==> src/rtl/vend_pkg.sv <==
// rtl/vend_pkg.sv - shared types, coin table and parameter checks for the vending controller
// Contents: state_e, COIN_VAL[], CHANGE_UNIT, cfg_ok() legality check for a parameter set.
package vend_pkg;

    typedef enum logic [1:0] {
        IDLE   = 2'd0,
        ACCUM  = 2'd1,
        VEND   = 2'd2,
        CHANGE = 2'd3
    } state_e;

    localparam int COIN_CHANNELS   = 4;
    localparam int COIN_VAL [COIN_CHANNELS] = '{5, 10, 25, 100};
    localparam int CHANGE_UNIT     = 5;

    // Change can only be paid out exactly if every coin and the price are whole units.
    function automatic bit cfg_ok(input int price, input int max_credit,
                                  input int credit_w, input int num_coins);
        bit ok;
        ok = (price > 0) && (price <= max_credit) && (max_credit < (1 << credit_w)) &&
             (num_coins >= 1) && (num_coins <= COIN_CHANNELS) && ((price % CHANGE_UNIT) == 0);
        for (int i = 0; i < COIN_CHANNELS; i++) begin
            if ((COIN_VAL[i] % CHANGE_UNIT) != 0) ok = 1'b0;
        end
        return ok;
    endfunction

endpackage

==> src/rtl/vend_credit_fsm_if.sv <==
// rtl/vend_credit_fsm_if.sv - coin/dispense/change signal bundle for the vending controller
// master: coin-sensor / actuator side, drives coin and vend_ack.
// slave : vend_credit_fsm, drives coin_accept, coin_reject, credit, dispense, change_pulse, busy.
interface vend_credit_fsm_if #(
    parameter int NUM_COINS = 4,
    parameter int CREDIT_W  = 8
);
    logic [NUM_COINS-1:0] coin;
    logic                 coin_accept;
    logic                 coin_reject;
    logic [CREDIT_W-1:0]  credit;
    logic                 dispense;
    logic                 vend_ack;
    logic                 change_pulse;
    logic                 busy;

    modport master (
        output coin, vend_ack,
        input  coin_accept, coin_reject, credit, dispense, change_pulse, busy
    );

    modport slave (
        input  coin, vend_ack,
        output coin_accept, coin_reject, credit, dispense, change_pulse, busy
    );
endinterface

==> src/rtl/coin_enc.sv <==
// rtl/coin_enc.sv - combinational N:log2(N) one-hot coin encoder with valid/multi flags
// Ports: onehot_i (coin pulses) -> idx_o (highest set channel), valid_o (any set), multi_o (>1 set).
module coin_enc #(
    parameter  int N  = 4,
    localparam int IW = (N > 1) ? $clog2(N) : 1
) (
    input  logic [N-1:0]  onehot_i,
    output logic [IW-1:0] idx_o,
    output logic          valid_o,
    output logic          multi_o
);

    always_comb begin
        idx_o   = '0;
        valid_o = 1'b0;
        multi_o = 1'b0;
        for (int i = 0; i < N; i++) begin
            if (onehot_i[i]) begin
                if (valid_o) multi_o = 1'b1;
                valid_o = 1'b1;
                idx_o   = IW'(i);
            end
        end
    end

endmodule

==> src/rtl/vend_credit_fsm.sv <==
// rtl/vend_credit_fsm.sv - registered coin-credit vending controller with dispense handshake
// Ports: clk, rst_n (async active-low); bus (vend_credit_fsm_if.slave): coin, vend_ack in;
//        coin_accept, coin_reject, credit, dispense, change_pulse, busy out (all registered).
// Build option: VEND_CHANGE_EN enables the CHANGE state and change_pulse payout.
module vend_credit_fsm
    import vend_pkg::*;
#(
    parameter int NUM_COINS  = 4,
    parameter int CREDIT_W   = 8,
    parameter int PRICE      = 75,
    parameter int MAX_CREDIT = 200
) (
    input  logic             clk,
    input  logic             rst_n,
    vend_credit_fsm_if.slave bus
);

    localparam int IW  = (NUM_COINS > 1) ? $clog2(NUM_COINS) : 1;
    localparam int CW1 = CREDIT_W + 1;

    if (!cfg_ok(PRICE, MAX_CREDIT, CREDIT_W, NUM_COINS)) begin : g_bad_cfg
        $error("vend_credit_fsm: illegal parameter set");
    end

    state_e              state_q;
    logic [CREDIT_W-1:0] credit_q;
    logic                coin_accept_q;
    logic                coin_reject_q;
    logic                dispense_q;
    logic                busy_q;

    logic [IW-1:0]       enc_idx;
    logic                enc_valid;
    logic                enc_multi;
    logic [CW1-1:0]      coin_val;
    logic [CW1-1:0]      credit_sum_d;

    coin_enc #(.N(NUM_COINS)) u_coin_enc (
        .onehot_i (bus.coin),
        .idx_o    (enc_idx),
        .valid_o  (enc_valid),
        .multi_o  (enc_multi)
    );

    // One extra bit so the ceiling check sees the true sum rather than a wrapped one.
    assign coin_val     = CW1'(COIN_VAL[enc_idx]);
    assign credit_sum_d = {1'b0, credit_q} + coin_val;

`ifdef VEND_CHANGE_EN
    logic                change_pulse_q;
    logic [CREDIT_W-1:0] credit_rem_d;
    logic [CREDIT_W-1:0] credit_step_d;
    assign credit_rem_d     = credit_q - CREDIT_W'(PRICE);
    assign credit_step_d    = credit_q - CREDIT_W'(CHANGE_UNIT);
    assign bus.change_pulse = change_pulse_q;
`else
    assign bus.change_pulse = 1'b0;
`endif

    always_ff @(posedge clk or negedge rst_n) begin
        if (!rst_n) begin
            state_q        <= IDLE;
            credit_q       <= '0;
            coin_accept_q  <= 1'b0;
            coin_reject_q  <= 1'b0;
            dispense_q     <= 1'b0;
            busy_q         <= 1'b0;
`ifdef VEND_CHANGE_EN
            change_pulse_q <= 1'b0;
`endif
        end else begin
            coin_accept_q <= 1'b0;
            coin_reject_q <= 1'b0;
            case (state_q)
                IDLE, ACCUM: begin
                    // Price reached on the previous accept: move to VEND this edge and
                    // refuse any coin that arrives in this hand-over cycle.
                    if (credit_q >= CREDIT_W'(PRICE)) begin
                        state_q    <= VEND;
                        dispense_q <= 1'b1;
                        busy_q     <= 1'b1;
                        if (enc_valid) coin_reject_q <= 1'b1;
                    end else if (enc_valid) begin
                        if (!enc_multi && (credit_sum_d <= CW1'(MAX_CREDIT))) begin
                            coin_accept_q <= 1'b1;
                            credit_q      <= credit_sum_d[CREDIT_W-1:0];
                            state_q       <= ACCUM;
                        end else begin
                            coin_reject_q <= 1'b1;
                        end
                    end
                end
                VEND: begin
                    if (enc_valid) coin_reject_q <= 1'b1;
                    if (bus.vend_ack) begin
                        dispense_q <= 1'b0;
`ifdef VEND_CHANGE_EN
                        if (credit_rem_d != '0) begin
                            state_q        <= CHANGE;
                            credit_q       <= credit_rem_d;
                            change_pulse_q <= 1'b1;
                        end else begin
                            state_q  <= IDLE;
                            credit_q <= '0;
                            busy_q   <= 1'b0;
                        end
`else
                        state_q  <= IDLE;
                        credit_q <= '0;
                        busy_q   <= 1'b0;
`endif
                    end
                end
                CHANGE: begin
                    if (enc_valid) coin_reject_q <= 1'b1;
`ifdef VEND_CHANGE_EN
                    // change_pulse is high for each cycle whose CHANGE_UNIT is removed at its end.
                    credit_q <= credit_step_d;
                    if (credit_step_d == '0) begin
                        state_q        <= IDLE;
                        change_pulse_q <= 1'b0;
                        busy_q         <= 1'b0;
                    end
`else
                    state_q  <= IDLE;
                    credit_q <= '0;
                    busy_q   <= 1'b0;
`endif
                end
                default: state_q <= IDLE;
            endcase
        end
    end

    assign bus.coin_accept = coin_accept_q;
    assign bus.coin_reject = coin_reject_q;
    assign bus.credit      = credit_q;
    assign bus.dispense    = dispense_q;
    assign bus.busy        = busy_q;

endmodule

==> src/flat_wrapper.sv <==
// flat-port wrapper written by rule: the top's interface ports become plain ports
module vend_credit_fsm_flat import vend_pkg::*;
#(
    parameter int NUM_COINS  = 4,
    parameter int CREDIT_W   = 8,
    parameter int PRICE      = 75,
    parameter int MAX_CREDIT = 200
)
  (clk, rst_n, bus_coin, bus_vend_ack, bus_coin_accept, bus_coin_reject, bus_credit, bus_dispense, bus_change_pulse, bus_busy);
  vend_credit_fsm_if #(.NUM_COINS(NUM_COINS), .CREDIT_W(CREDIT_W)) bus_i ();
  input  logic clk;
  input  logic rst_n;
  input wire logic [$bits(bus_i.coin)-1:0] bus_coin;
  input wire logic [$bits(bus_i.vend_ack)-1:0] bus_vend_ack;
  output wire logic [$bits(bus_i.coin_accept)-1:0] bus_coin_accept;
  output wire logic [$bits(bus_i.coin_reject)-1:0] bus_coin_reject;
  output wire logic [$bits(bus_i.credit)-1:0] bus_credit;
  output wire logic [$bits(bus_i.dispense)-1:0] bus_dispense;
  output wire logic [$bits(bus_i.change_pulse)-1:0] bus_change_pulse;
  output wire logic [$bits(bus_i.busy)-1:0] bus_busy;
  assign bus_i.coin = bus_coin;
  assign bus_i.vend_ack = bus_vend_ack;
  assign bus_coin_accept = bus_i.coin_accept;
  assign bus_coin_reject = bus_i.coin_reject;
  assign bus_credit = bus_i.credit;
  assign bus_dispense = bus_i.dispense;
  assign bus_change_pulse = bus_i.change_pulse;
  assign bus_busy = bus_i.busy;
  vend_credit_fsm #(.NUM_COINS(NUM_COINS), .CREDIT_W(CREDIT_W), .PRICE(PRICE), .MAX_CREDIT(MAX_CREDIT)) u_core (.clk(clk), .rst_n(rst_n), .bus(bus_i));
endmodule
==> config.mk <==
export PLATFORM = sky130hd
export DESIGN_NAME = vend_credit_fsm_flat
export DESIGN_NICKNAME = d
export VERILOG_FILES = /design/src/rtl/vend_pkg.sv /design/src/rtl/vend_credit_fsm_if.sv /design/src/rtl/coin_enc.sv /design/src/rtl/vend_credit_fsm.sv /design/src/flat_wrapper.sv
export SDC_FILE = /design/constraint.sdc
export NUM_CORES = 1
export LEC_CHECK = 0
export ABC_CLOCK_PERIOD_IN_PS = 2300
export BUFFER_PORTS_ARGS = -buffer_cell sky130_fd_sc_hd__buf_2
export CAP_MARGIN = 20
export CORE_MARGIN = 3
export CORE_UTILIZATION = 50
export CTS_CLUSTER_SIZE = 40
export DETAILED_ROUTE_END_ITERATION = 7
export PLACE_DENSITY = 0.74
export SYNTH_ARGS = -nofsm -noshare
export SYNTH_HDL_FRONTEND = slang
export SYNTH_SLANG_ARGS = --single-unit
==> constraint.sdc <==
create_clock -name clk -period 2.3 [get_ports clk]
set_input_delay 0.115 -clock clk [delete_from_list [all_inputs] [get_ports clk]]
set_output_delay 0.115 -clock clk [all_outputs]
set_load 0.02 [all_outputs]
; ---- After elaboration in Yosys (flattened, before gate mapping)
; Cells that the tools add are included.
[totals]
reg_bits = 14
input_bits = 7
[classes]
add_sub_neg = 1
magnitude_cmp = 3
n_eq_ne = 10
mux = 39
n_bitwise = 1
n_reduce_logical = 10
[op_table]
columns = cell, count
row1 = binary-select mux 32 bit (select 2 bit), 1
row2 = 2-to-1 mux 8 bit, 4
row3 = one-hot mux 8 bit (3 select lines), 1
row4 = 2-to-1 mux 1 bit, 21
row5 = 2-to-1 mux 9 bit, 2
row6 = 2-to-1 mux 2 bit, 6
row7 = adder 8 x 9 -> 9 bit, 1
row8 = <= comparator 9 x 8 -> 1 bit (second input constant), 1
row9 = >= comparator 8 x 7 -> 1 bit (second input constant), 1
row10 = inequality test 2 x 1 -> 1 bit (second input constant), 3
row11 = inequality test 3 x 1 -> 1 bit (second input constant), 2
row12 = one-hot mux 2 bit (3 select lines), 1
row13 = AND reduction 3 bit, 2
row14 = == test 2 bit (second input constant), 2
row15 = inequality test 2 bit (second input constant), 2
row16 = one-hot mux 1 bit (2 select lines), 2
row17 = AND reduction 4 bit, 1
row18 = OR reduction 2 bit, 2
row19 = >= comparator 3 bit (second input constant), 1
row20 = inverter 2 -> 3 bit, 1
row21 = one-hot mux 1 bit (3 select lines), 1
row22 = == test 2 x 1 -> 1 bit (second input constant), 1
row23 = zero test 2 bit, 1
row24 = AND reduction 2 bit, 1
row25 = 3 further kinds, 3

; ---- Depth between registers and ports, before layout
[depth]
depth_word = 14
ltp_mapped = 11
mapped_depth_nobuf = 11

; ---- Modules after synthesis
; From an unflattened synthesis, not the netlist that was laid out.
[hier_totals]
cells_unflattened = 125
hier_area_um2 = 1151.1
[modules_own_cells]
columns = module, n_inst, cells_per_inst, area_per_inst_um2
row1 = vend_credit_fsm, 1, 118, 1106.1
row2 = coin_enc, 1, 7, 45.0

; ---- Worst setup path before layout
; No wires, ideal clock.
[synth_timing]
path_kind = input to register
startpoint = in bus_coin[1]
endpoint = reg u_core.credit_q[7], in the netlist u_core.bus.credit[7]
arrival_ps = 2482
required_time_ps = 2179
path_slack_ps = -302
cell_stages = 11
n_path_buf = 1
path_cell_list = clkbuf_1 > a21o_1 > inv_1 > ha_1 > fa_1 > a211oi_1 > nor2_1 > xnor2_1 > a311oi_2 > a31oi_4 > a22o_1
[synth_via]
elab_chain_cells = 12
elab_cells_between_ends = 26
[synth_lines]
columns = item, line
row1 = "start, declared", flat_wrapper.sv:13  ; input wire logic [$bits(bus_i.coin)-1:0] bus_coin;
row2 = 2-to-1 mux 1 bit, coin_enc.sv:18  ; if (onehot_i[i]) begin
row3 = 2-to-1 mux 2 bit (2 in a row), coin_enc.sv:18
row4 = inverter 2 -> 3 bit (implied by the code), vend_credit_fsm.sv:46  ; assign coin_val = CW1'(COIN_VAL[enc_idx]);
row5 = binary-select mux 32 bit (select 2 bit), vend_credit_fsm.sv:46
row6 = 2-to-1 mux 9 bit (implied by the code) (2 in a row), vend_credit_fsm.sv:46
row7 = adder 8 x 9 -> 9 bit, vend_credit_fsm.sv:47  ; assign credit_sum_d = {1'b0, credit_q} + coin_val;
row8 = <= comparator 9 x 8 -> 1 bit or 2-to-1 mux 8 bit (tied branches), vend_credit_fsm.sv:84  ; if (!enc_multi && (credit_sum_d <= CW1'(MAX_CREDIT))) begin
row9 = logical AND 1 bit or 2-to-1 mux 8 bit (tied branches), "vend_credit_fsm.sv:84, vend_credit_fsm.sv:83"
row10 = inequality test 2 x 1 -> 1 bit (no line) or 2-to-1 mux 8 bit (tied branches), n/a
row11 = AND reduction 4 bit (no line) or one-hot mux 8 bit (3 select lines) (tied branches), n/a
row12 = "end signal, assigned", vend_credit_fsm.sv:86  ; credit_q <= credit_sum_d[CREDIT_W-1:0];
row13 = "end, declared", vend_credit_fsm.sv:26  ; logic [CREDIT_W-1:0] credit_q;
; Several ways; a longest one is shown, not always the timed one. The select of a mux whose other input is x is not followed.
; A chain may end at the register's enable or synchronous reset.

; ---- Worst setup path after layout
[layout_timing]
startpoint = reg u_core.credit_q[0], in the netlist u_core.bus.credit[0]
endpoint = reg u_core.credit_q[7], in the netlist u_core.bus.credit[7]
[layout_via]
elab_chain_cells = 5
elab_cells_between_ends = 11
[layout_lines]
columns = item, line
row1 = adder 8 x 9 -> 9 bit, vend_credit_fsm.sv:47
row2 = <= comparator 9 x 8 -> 1 bit or 2-to-1 mux 8 bit (tied branches), vend_credit_fsm.sv:84
row3 = logical AND 1 bit or 2-to-1 mux 8 bit (tied branches), "vend_credit_fsm.sv:84, vend_credit_fsm.sv:83"
row4 = inequality test 2 x 1 -> 1 bit (no line) or 2-to-1 mux 8 bit (tied branches), n/a
row5 = AND reduction 4 bit (no line) or one-hot mux 8 bit (3 select lines) (tied branches), n/a
; Several ways; a longest one is shown, not always the timed one. The select of a mux whose other input is x is not followed.

==> results_dict.tcl <==
set metrics [dict create \
    finalHoldViolCount 0 \
    io_pins 20 \
    crit_type "reg2reg" \
    timing.fmax_mhz 399 \
    crit_family "compound AO/OA/AOI/OAI gates" \
    first_pass_iters 4 \
    cp_max_fo 4 \
    path_buf_inv 1 \
    drt-vias-per-instance 5.90 \
    netlist_top_cells_area "dfrtp_1, ha_1, nor2_1, mux2i_1, nand2_1" \
    drive_above_1_share 0.408 \
    gp_congestion 0.812 \
    wl_per_cell_microns 17.3 \
    yosys_warnings 0 \
    grt_overflow 0 \
    die_h_microns 57.0 \
    p_switching_uw 1060 \
    setup_viol_count_final 11 \
    die_x_microns 57.0 \
    fin_crit_ns 2.51 \
    crit_path_start "u_core.bus.credit[0]$_DFFE_PN0P_" \
    design_power_total_uw 2260 \
    grt_pass1_wl_microns 6510 \
    ys_seq_elements 14 \
    syn_area_sq_um 1300 \
    rows 17 \
    violations "setup timing" \
    critPathArrivalTime_ns 2.69 \
    cts_tree "yes" \
    min_period_over_period 1.09 \
    intPower_uw 1200 \
    diodes 0 \
    netlist.area_leader.share 0.270 \
    drv_slew 0 \
    swShare 0.469 \
    ir_drop_mv 1.00 \
    synthCells 153 \
    coreArea_sq_um 2340 \
    synth_cell_types 48 \
    seq_area_frac_synth 0.270 \
    clock_latency_ns 0.29 \
    yosysTopAreaCell "dfrtp_1" \
    crit_path_top_delay_cell "fa_2" \
    port_buffers 18 \
    clock_skew_ns 0.00397 \
    areaGrowthSynthToFinish_pct 43.6 \
    routed_wirelength_microns 3970 \
    cp-start-kind "register" \
    synthArstFlopShare 1.00 \
    start_util 0.555 \
    synth_ff_type "dfrtp_1" \
    synth_common_cells "nor2_1, nand2_1, dfrtp_1, ha_1, inv_1" \
    root_buffer "clkbuf_4" \
    grt_pass1_vias 1373 \
    clkTransAtPathRegs_ns 0.09 \
    ant_nets 0 \
    synth-edff-count 0 \
    hpwl_microns 2580 \
    grt_max_degree 17 \
    timing.rr.start "u_core.bus.credit[0]$_DFFE_PN0P_" \
    hp-start "bus_coin[0]" \
    worstPathCellList "ha_4, fa_2, nor2_2, a32o_1, a21o_1, a311oi_4, buf_4, a31oi_4, a22o_1" \
    numCtsBuffers 3 \
    clkSinkCount 14 \
    end_kind "register" \
    drcViolationCount 0 \
    dr_total_vias 1351 \
    clockBufferDepth 2 \
    avgSynthCellArea_sq_um 8.49 \
    cp.required_ns 2.48 \
    final_core_util 0.797 \
    p_per_area_nw_per_um2 1210 \
    power.leakage_uw 0.000846 \
    rsz0062_at_grt "yes" \
    drv_cap 0 \
    postSynthNetCount 171 \
    grt_usage 0.256 \
    dieArea_sq_um 3250 \
    nets 220 \
    hold_class "in2reg" \
    comb_power_share 0.703 \
    outcome "complete, but fails checks" \
    yosysMostFrequentCell "nor2_1" \
    p_clk_frac 0.081 \
    dr.first_iter.drc_count 59 \
    post-place-ws_ns -0.445 \
    worst_slack_ns -0.209 \
    cp_slowest_stage_delay_ns 0.54 \
    pwr-share-seq 0.216 \
    antenna_found_initial 0 \
    htree_levels 1 \
]
power by group through the flow:
stage / registers, uW / clock network, uW / logic, uW
finish: 488 / 183 / 1590
CTS: 477 / 183 / 1460
global placement: 468 / 0 / 1180
detailed placement: 481 / 0 / 1220
floorplan: 531 / 0 / 736
global route: 502 / 197 / 1700
area by class of cell:
| type | instances | area [sq um] |
|---|---|---|
| multi-input combinational | 121 | 1040 |
| fill | 151 | 474 |
| timing repair buffer | 52 | 360 |
| sequential | 14 | 352 |
| inverter | 10 | 37.5 |
| clock buffer | 4 | 36.3 |
| tap | 28 | 35.0 |
worst reg2reg max path: stages, from the launching register on:
cell      delay, ns
dfrtp_2        0.43
ha_4           0.17
fa_2           0.54
nor2_2         0.04
a32o_1         0.22
a21o_1         0.21
a311oi_4       0.28
buf_4          0.18
a31oi_4        0.11
a22o_1         0.23
per-layer routing:
metal | vias up | GRT usage | routed length [microns]
li1 | 639 | - | -
met1 | 648 | 0.293 | 1610
met2 | 51 | 0.489 | 2080
met3 | 13 | 0.0498 | 195
met4 | 0 | 0.0530 | 85
met5 | - | 0 | 0
path summary, 6_finish.rpt:
kind | slack (ns) | cells after the start | to
min in group asynchronous | 0.25 | 2 | u_core.bus.coin_reject$_DFF_PN0_
worst max-delay path | -0.21 | 9 | u_core.bus.credit[7]$_DFFE_PN0P_
max in group asynchronous | 1.79 | 2 | u_core.bus.credit[0]$_DFFE_PN0P_
worst max register to register | -0.21 | 9 | u_core.bus.credit[7]$_DFFE_PN0P_
worst min-delay path | 0.13 | 3 | u_core.bus.coin_reject$_DFF_PN0_
worst min register to register | 0.49 | 1 | u_core.bus.dispense$_DFFE_PN0P_
flip-flops by register name, summed over array words and instances (netlist names):
signal	count
u_core.bus.busy	1
u_core.bus.coin_accept	1
u_core.bus.coin_reject	1
u_core.bus.credit	8
u_core.bus.dispense	1
u_core.state_q	2
through the flow:
stage               TNS (ns)  hold WS (ns)  area (sq um)  std cells
finish                 -1.82         0.134          1870        229
global route           -2.52         0.152          1870        229
global placement       -3.54        0.0201          1620        215
detailed placement     -4.22        0.0264          1620        215
CTS                    -1.52         0.134          1810        227
floorplan              -1.02        -0.181          1350        153
cells in the final DEF, fill, tap and decap left out, types with 2 or more instances in the layout:
cell type	count
a21o_1	6
a21oi_1	4
a31oi_1	2
a31oi_4	2
buf_2	18
buf_4	32
clkbuf_4	3
dfrtp_1	13
ha_1	3
ha_4	6
inv_1	9
mux2i_1	6
nand2_1	15
nand3_1	4
nor2_1	16
nor2_2	2
nor2b_1	2
nor3_1	2
nor4b_1	2
o21ai_0	9
o21ai_1	2
xnor2_1	3
xor2_1	2
logic make-up (layout without fill, tap and decap cells):
kind of cell | Yosys count | count (layout) | synth area share
adder cells (fa/ha/maj) | 12 | 12 | 0.119
AND/OR/NAND/NOR | 56 | 56 | 0.222
AO/OA/AOI/OAI | 39 | 40 | 0.223
multiplexers | 6 | 6 | 0.0462
buffers and inverters | 19 | 66 | 0.0761
XOR/XNOR | 6 | 6 | 0.0405
flip-flops | 14 | 14 | 0.270
other | 1 | 1 | 0.00289
repair_timing:
action	4_1_cts	5_1_grt
gates cloned	1	0
hold buffers	1	0
hold endpoints to repair	14	0
endpoints found under the setup margin	11	11
pin swaps	9	8
setup buffers	6	2
gates resized for setup	14	5
Note: power is estimated with default switching activity, not from simulation.
